## config.mk

```make
export PLATFORM = sky130hd
export DESIGN_NAME = eth_header_parser
export DESIGN_NICKNAME = d
export VERILOG_FILES = /design/src/rtl/eth_header_parser_pkg.sv /design/src/rtl/eth_header_parser.sv
export SDC_FILE = /design/constraint.sdc
export NUM_CORES = 1
export LEC_CHECK = 0
export CAP_MARGIN = 20
export CORE_UTILIZATION = 47
export CTS_BUF_LIST = sky130_fd_sc_hd__clkbuf_8
export CTS_CLUSTER_DIAMETER = 150
export DETAILED_ROUTE_END_ITERATION = 12
export PLACE_DENSITY = 0.84
export SETUP_SLACK_MARGIN = 0.5
export SYNTH_ARGS = -nofsm -noshare
export SYNTH_HDL_FRONTEND = slang
export SYNTH_SLANG_ARGS = --single-unit
```

## constraint.sdc

```tcl
create_clock -name clk -period 1.8 [get_ports clk]
set_input_delay 0.18 -clock clk [delete_from_list [all_inputs] [get_ports clk]]
set_output_delay 0.18 -clock clk [all_outputs]
set_load 0.1 [all_outputs]
```

## src/rtl/eth_header_parser_pkg.sv

```systemverilog
// Shared definitions for the Ethernet L2 header parser: TPIDs, FSM states and
// the sideband record types driven towards the type checker and drop logic.
package eth_header_parser_pkg;

  localparam logic [15:0] TPID_8021Q    = 16'h8100;
  localparam logic [15:0] TPID_8021AD   = 16'h88A8;
  localparam int unsigned ETH_MAC_BYTES = 6;

  typedef enum logic [2:0] {
    DST,
    SRC,
    TYPE_HI,
    TYPE_LO,
    TCI_HI,
    TCI_LO,
    PAYLOAD
  } hdr_state_e;

  typedef struct packed {
    logic [15:0] tdata;
    logic        tvalid;
    logic        tuser;
  } packet_source_t;

  typedef struct packed {
    logic tvalid;
    logic tuser;
  } drop_source_t;

  function automatic logic is_tpid(input logic [15:0] word);
    return (word == TPID_8021Q) || (word == TPID_8021AD);
  endfunction

endpackage

```

## src/rtl/eth_header_parser.sv

```systemverilog
// Passive tap on the ingress byte stream: extracts MACs and EtherType (skipping
// VLAN tags) and issues a per-frame length/completeness verdict.
module eth_header_parser
  import eth_header_parser_pkg::*;
#(
  parameter int unsigned MAX_VLAN_TAGS = 2,
  parameter int unsigned MIN_FRAME_LEN = 60,
  parameter int unsigned LEN_W         = 11
) (
  input  logic           clk,
  input  logic           reset,
  input  logic [7:0]     in_tdata,
  input  logic           in_tvalid,
  input  logic           in_tlast,
  input  logic           in_tready,
  output logic [47:0]    dst_mac,
  output logic [47:0]    src_mac,
  output logic           mac_valid,
  output packet_source_t type_pkt,
  output drop_source_t   hdr_drop
);

  localparam int unsigned        VLAN_W   = $clog2(MAX_VLAN_TAGS + 2);
  localparam logic [VLAN_W-1:0]  VLAN_MAX = VLAN_W'(MAX_VLAN_TAGS);
  localparam logic [LEN_W-1:0]   MIN_LEN  = LEN_W'(MIN_FRAME_LEN);
  localparam logic [2:0]         MAC_LAST = 3'(ETH_MAC_BYTES - 1);

  hdr_state_e        state;
  logic [2:0]        byte_idx;
  logic [VLAN_W-1:0] vlan_cnt;
  logic [LEN_W-1:0]  len_cnt;
  logic [7:0]        type_hi;

  logic              beat;
  logic              tpid_seen;
  logic              tag_push;
  logic              hdr_ok;
  logic [LEN_W-1:0]  len_next;

  assign beat      = in_tvalid & in_tready;
  assign tpid_seen = is_tpid({type_hi, in_tdata});
  assign tag_push  = tpid_seen && (vlan_cnt < VLAN_MAX);
  assign len_next  = (len_cnt == '1) ? len_cnt : len_cnt + 1'b1;
  // A frame ending on the EtherType beat still counts as a complete header.
  assign hdr_ok    = (state == PAYLOAD) || ((state == TYPE_LO) && !tag_push);

  always_ff @(posedge clk or negedge reset) begin
    if (!reset) begin
      state     <= DST;
      byte_idx  <= '0;
      vlan_cnt  <= '0;
      len_cnt   <= '0;
      type_hi   <= '0;
      dst_mac   <= '0;
      src_mac   <= '0;
      mac_valid <= 1'b0;
      type_pkt  <= '0;
      hdr_drop  <= '0;
    end else begin
      mac_valid       <= 1'b0;
      type_pkt.tvalid <= 1'b0;
      hdr_drop.tvalid <= 1'b0;

      if (beat) begin
        len_cnt <= len_next;

        case (state)
          DST: begin
            dst_mac <= {dst_mac[39:0], in_tdata};
            if (byte_idx == MAC_LAST) begin
              byte_idx <= '0;
              state    <= SRC;
            end else begin
              byte_idx <= byte_idx + 1'b1;
            end
          end
          SRC: begin
            src_mac <= {src_mac[39:0], in_tdata};
            if (byte_idx == MAC_LAST) begin
              byte_idx <= '0;
              state    <= TYPE_HI;
            end else begin
              byte_idx <= byte_idx + 1'b1;
            end
          end
          TYPE_HI: begin
            type_hi <= in_tdata;
            state   <= TYPE_LO;
          end
          TYPE_LO: begin
            if (tag_push) begin
              vlan_cnt <= vlan_cnt + 1'b1;
              state    <= TCI_HI;
            end else begin
              // An excess TPID is reported as the EtherType, flagged as tagged.
              type_pkt.tdata  <= {type_hi, in_tdata};
              type_pkt.tuser  <= (vlan_cnt != '0) | tpid_seen;
              type_pkt.tvalid <= 1'b1;
              mac_valid       <= 1'b1;
              state           <= PAYLOAD;
            end
          end
          TCI_HI:  state <= TCI_LO;
          TCI_LO:  state <= TYPE_HI;
          PAYLOAD: state <= PAYLOAD;
          default: state <= DST;
        endcase

        if (in_tlast) begin
          state           <= DST;
          byte_idx        <= '0;
          vlan_cnt        <= '0;
          len_cnt         <= '0;
          hdr_drop.tvalid <= 1'b1;
          hdr_drop.tuser  <= (len_next < MIN_LEN) | ~hdr_ok;
        end
      end
    end
  end

endmodule

```

# Yosys cells after proc, flatten, opt, wreduce, memory -nomap -nowiden
# Index checks and enable logic that the tools add are counted.
[totals]
wordCells = 75
ff_bits = 144
[classes]
bitwise_logic = 5
n_addsub = 3
n_eq_ne = 12
order_cmp = 2
reduce_logical = 19
mux = 21
[op_table]
columns = ["operator", "n"]
rows = [
  ["equality test 16 bit (second input constant)", 2],
  ["2-to-1 mux 11 bit", 2],
  ["case mux 3 bit (7 select lines)", 1],
  ["2-to-1 mux 2 bit", 9],
  ["2-to-1 mux 3 bit", 6],
  ["equality test 3 bit (second input constant)", 4],
  ["adder 11 x 1 -> 11 bit (second input constant)", 1],
  ["equality test 11 bit (second input constant)", 1],
  ["< comparator 11 x 6 -> 1 bit (second input constant)", 1],
  ["AND reduction 2 bit", 5],
  ["AND reduction 3 bit", 3],
  ["nonzero test 2 bit", 4],
  ["equality test 3 x 2 -> 1 bit (second input constant)", 2],
  ["!= test 3 bit (second input constant)", 2],
  ["adder 3 x 1 -> 3 bit (second input constant)", 1],
  ["equality test 3 x 1 -> 1 bit (second input constant)", 1],
  ["logical NOT 3 bit", 1],
  ["2-to-1 mux 1 bit", 3],
  ["adder 2 x 1 -> 2 bit (second input constant)", 1],
  ["logical AND 1 bit", 2],
  ["logical OR 1 bit", 2],
  ["< comparator 2 bit (second input constant)", 1],
  ["inverter 1 bit", 2],
  ["bitwise OR 1 bit", 2],
  ["3 further kinds", 3],
]

# Depth between registers and ports, before layout
[depth]
ltp_word = 10
ltp_mapped = 6
depth_no_buf = 6

# Worst setup path before layout
# Ideal clock, no wire load.
[synth_path]
path_type = "flip-flop to flip-flop"
from = "reg len_cnt[0]"
to = "reg hdr_drop[0] in the netlist's numbering"
synth_period_minus_slack_ps = 1978
required_ps = 1696
slack_ps = -178
stages_incl_launch_ff = 7
setup_ps = 104
t_arrival_ps = 1874
path_cell_list = "dfrtp_1 > ha_1 > and3_4 > and3_1 > mux2_2 > or3_1 > o41ai_2"
[synth_via]
elab_chain_cells = 4
word_cells_on_any_way = 5
cone_classes = "1 x add/sub; 1 x order compare; 1 x eq/ne; 1 x mux; 1 x bitwise"
[synth_lines]
columns = ["item", "line_no", "source"]
rows = [
  ["start, declared", "eth_header_parser.sv:31", "logic [LEN_W-1:0] len_cnt;"],
  ["start signal, assigned", "eth_header_parser.sv:65", "len_cnt <= len_next;"],
  ["adder 11 x 1 -> 11 bit / equality test 11 bit (equally long branches)", "eth_header_parser.sv:43", "assign len_next = (len_cnt == '1) ? len_cnt : len_cnt + 1'b1;"],
  ["2-to-1 mux 11 bit *", "eth_header_parser.sv:43", ""],
  ["< comparator 11 x 6 -> 1 bit *", "eth_header_parser.sv:115", "hdr_drop.tuser <= (len_next < MIN_LEN) | ~hdr_ok;"],
  ["bitwise OR 1 bit *", "eth_header_parser.sv:115", ""],
  ["end, declared", "eth_header_parser.sv:20", "output drop_source_t hdr_drop"],
]
# Every way passes the cells marked *; elsewhere a longest branch is shown, timed or not.
# A chain may end at the register's enable or synchronous reset.

# Worst setup path in the final report
[layout_path]
from = "reg type_hi[2]"
to = "reg type_pkt[4] in the netlist's numbering"
[layout_via]
elab_chain_cells = 5
word_cells_on_any_way = 6
cone_classes = "2 x eq/ne; 1 x bitwise; 3 x reduce/logical"
[layout_lines]
columns = ["item", "line_no", "source"]
rows = [
  ["start, declared", "eth_header_parser.sv:32", "logic [7:0] type_hi;"],
  ["start signal, assigned", "eth_header_parser.sv:87", "type_hi <= in_tdata;"],
  ["equality test 16 bit", "eth_header_parser_pkg.sv:31", "return (word == TPID_8021Q) || (word == TPID_8021AD);"],
  ["logical OR 1 bit *", "eth_header_parser_pkg.sv:31", ""],
  ["logical AND 1 bit *", "eth_header_parser.sv:42", "assign tag_push = tpid_seen && (vlan_cnt < VLAN_MAX);"],
  ["inverter 1 bit (no line) *", "n/a", ""],
  ["AND reduction 3 bit (no line) *", "n/a", ""],
  ["end, declared", "eth_header_parser.sv:19", "output packet_source_t type_pkt,"],
]
# Marked as above.

==> metrics.md <==
| Metric | Value |
|---|---|
| CTS sink count | `143` |
| FF-to-FF path depth | `6` |
| Post-synth EDFFs | `0` |
| Top cells by area, synth | `dfrtp_1, mux2_2, mux2_4` |
| Relative slew slack | `70.6%` |
| Sequential cell area | `3620 sq um` |
| Post-synthesis adder-cell area fraction | `0.595%` |
| Final hold slack | `186 ps` |
| Synth Area in Compound Gates | `5.10%` |
| Fill cells | `413` |
| Initial Util | `48.6%` |
| Hold Vio Cnt, Final | `0` |
| Synth Register Bits | `143` |
| Worst Setup Slack, final | `-151 ps` |
| Worst Path Arrival | `2300 ps` |
| Layout net count | `701` |
| Final ANT Viol Nets | `0` |
| Worst slack at placement | `-560 ps` |
| Max-slew violation count | `0` |
| Layout cells sized above 1 | `69.5%` |
| Synthesized instance count | `420` |
| Port Buffer Count | `129` |
| Num CTS Buffers | `17` |
| Max cap viols | `0` |
| Post-synthesis cell area | `5890 sq um` |
| CTS Root Cell | `clkbuf_8` |
| Initial antenna violation count | `1` |
| Multiplexer area fraction after synthesis | `24.4%` |
| H-tree Lvls | `4` |
| Post-synth top flop | `dfrtp_1` |
| Die area | `13,000 sq um` |
| # IOs | `130` |
| Drt initial violations | `437` |
| Post-Route Utilization | `89.8%` |
| RSZ-0062 raised after global routing | `true` |
| Setup Crit Path Kind | `flip-flop to flip-flop` |
| CP Max Fanout | `7` |
| TritonRoute pass-1 iters | `5` |
| Yosys cell types | `47` |
| Largest net degree at the start of global routing | `47` |
| Main combinational cell family by area after synthesis | `multiplexers` |
| CTS tree | `built` |
| Synth warnings | `0` |
| Area growth syn-to-layout | `84.9%` |
| Average wire per standard cell | `28.1 microns` |
| CP Capture Type | `flip-flop` |
| Placer Congestion | `0.808` |
| Vias per cell | `5.97` |
| DRC violations left | `0` |
| Tightest Pin Transition | `440 ps` |
| Clock Path Buffers | `2` |
| Peak supply drop | `1.22 mV` |
| Clock transition at path regs | `90 ps` |
| Worst-Skew Late Latency | `480 ps` |
| Post-Synth Simple-Gate Area | `6.89%` |
| Most frequent cells in the layout | `mux2_4, dfrtp_1, buf_12` |
| Crit start category | `flip-flop` |
| Hold Path Class | `primary input to async pin` |
| Number of global-route vias before repair | `4,781` |
| Hpwl dp | `9480 microns` |
| Syn Nets | `435` |
| First-pass GRT wire length | `27,200 microns` |
| Die Span Y | `114 microns` |
| Die outline width | `114 microns` |
| WL final | `24,400 microns` |
| Via count | `5,178` |
| Period utilization | `108%` |
| Min cycle time layout | `1950 ps` |
| Status | `finished with violations` |
| Placeable Area | `12,100 sq um` |
| FP Rows | `40` |
| F_max | `0.513 GHz` |
| Yosys top cell area share | `60.8%` |
| Total GRT Usage | `28.3%` |
| Failing checks | `setup timing` |
| # setup viols final | `48` |
| Yosys top cell by area | `dfrtp_1` |
| Setup Skew | `15.0 ps` |
| Xor and xnor area share after synthesis | `0%` |
| Leading cell type in the layout, fill and taps excluded | `mux2_4` |
| Multi-input gate area | `2840 sq um` |
| Grt ovf | `0` |
| Register area share after synthesis | `60.8%` |
| Syn_area_per_cell | `14.0 sq um` |
| Pwr/cell area | `1720 nW/um^2` |
| P_leak | `0.00521 uW` |
| CP required | `2150 ps` |
| Async SR Flop Fraction | `100%` |
-- power by group --
group | switching [uW] | leakage, uW | internal, uW
Combinational | 6450 | 0.00319 | 4200
Clock | 1370 | 0.000204 | 1410
Sequential | 1200 | 0.00182 | 4040
Total | 9020 | 0.00521 | 9650
-- path summary, 6_finish.rpt --
| check | from | endpoint | slack [ps] |
|---|---|---|---|
| min | reset | src_mac[0] | 190 |
| max | type_hi[2] | type_pkt[4] | -150 |
| max in group asynchronous | reset | src_mac[29] | 910 |
| min in group clk | in_tlast | len_cnt[0] | 500 |
| max reg2reg | type_hi[2] | type_pkt[4] | -150 |
| min reg2reg | vlan_cnt[0] | vlan_cnt[0] | 540 |
-- worst max-delay path: stages (launching register included) --
cell and delay, ps:
dfrtp_1 420, nor4_2 320, nand4_1 240, nor3_4 250, nor2_4 90, clkbuf_16 180, mux2_4 310
-- synth_stat cells (all sizes together) (2+ instances only) --
master  instances
buf            14
a21oi          14
nor4b           2
nand4           4
ha              2
inv             4
mux2          123
nor4            3
nand3          10
a31oi           3
nor2           20
and3            2
mux2i           2
nor3            5
nand2          18
clkbuf          9
o21ai          15
and4            2
a22o            2
dfrtp         143
or3             3
a41oi           2
-- layout make-up --
cell class,count,area share (%)
timing repair buffer,270,34.7
sequential,143,33.3
multi-input combinational,250,26.1
clock buffer,22,2.78
tap,168,1.93
clock inverter,9,1.00
inverter,4,0.138
antenna,1,0.0230
-- routing by layer --
layer	up-vias	GRT usage [%]	part of all wire, %
li1	2042	-	-
met1	2683	33.5	36
met2	316	50.5	52
met3	137	6.85	5.8
met4	0	9.26	5.8
met5	-	0	0
-- flip-flops by register name (all words and copies together), names as in the netlist --
name,count
mac_valid,1
type_hi,8
src_mac,48
byte_idx,3
dst_mac,48
vlan_cnt,2
len_cnt,11
type_pkt,17
state,3
hdr_drop,2
-- through the flow --
stage / instances / total power [uW] / TNS, ps / area (sq um)
4_1_cts: 815 / 16400 / -91.2 / 9600
6_report: 867 / 18700 / -3310 / 10900
5_1_grt: 867 / 19100 / -5230 / 10900
3_5_place_dp: 745 / 12700 / -22320 / 7810
2_1_floorplan: 420 / 10900 / -177 / 6300
3_3_place_gp: 745 / 12500 / -18520 / 7810
-- cell families (layout without fill, tap and decap cells) --
group,Yosys count,count (layout)
AO/OA/AOI/OAI,47,47
adder cells (fa/ha/maj),3,3
buffers and inverters,27,305
flip-flops,143,143
multiplexers,125,125
other,0,1
AND/OR/NAND/NOR,75,75
-- what timing repair did --
item	in CTS	in global routing
resized for setup	237	214
cloned	8	4
endpoints found under the hold margin	39	0
pin swaps	21	12
buffers inserted	30	47
hold buffers	1	0
endpoints found under the setup margin	250	240
(Power assumes the default switching activity.)
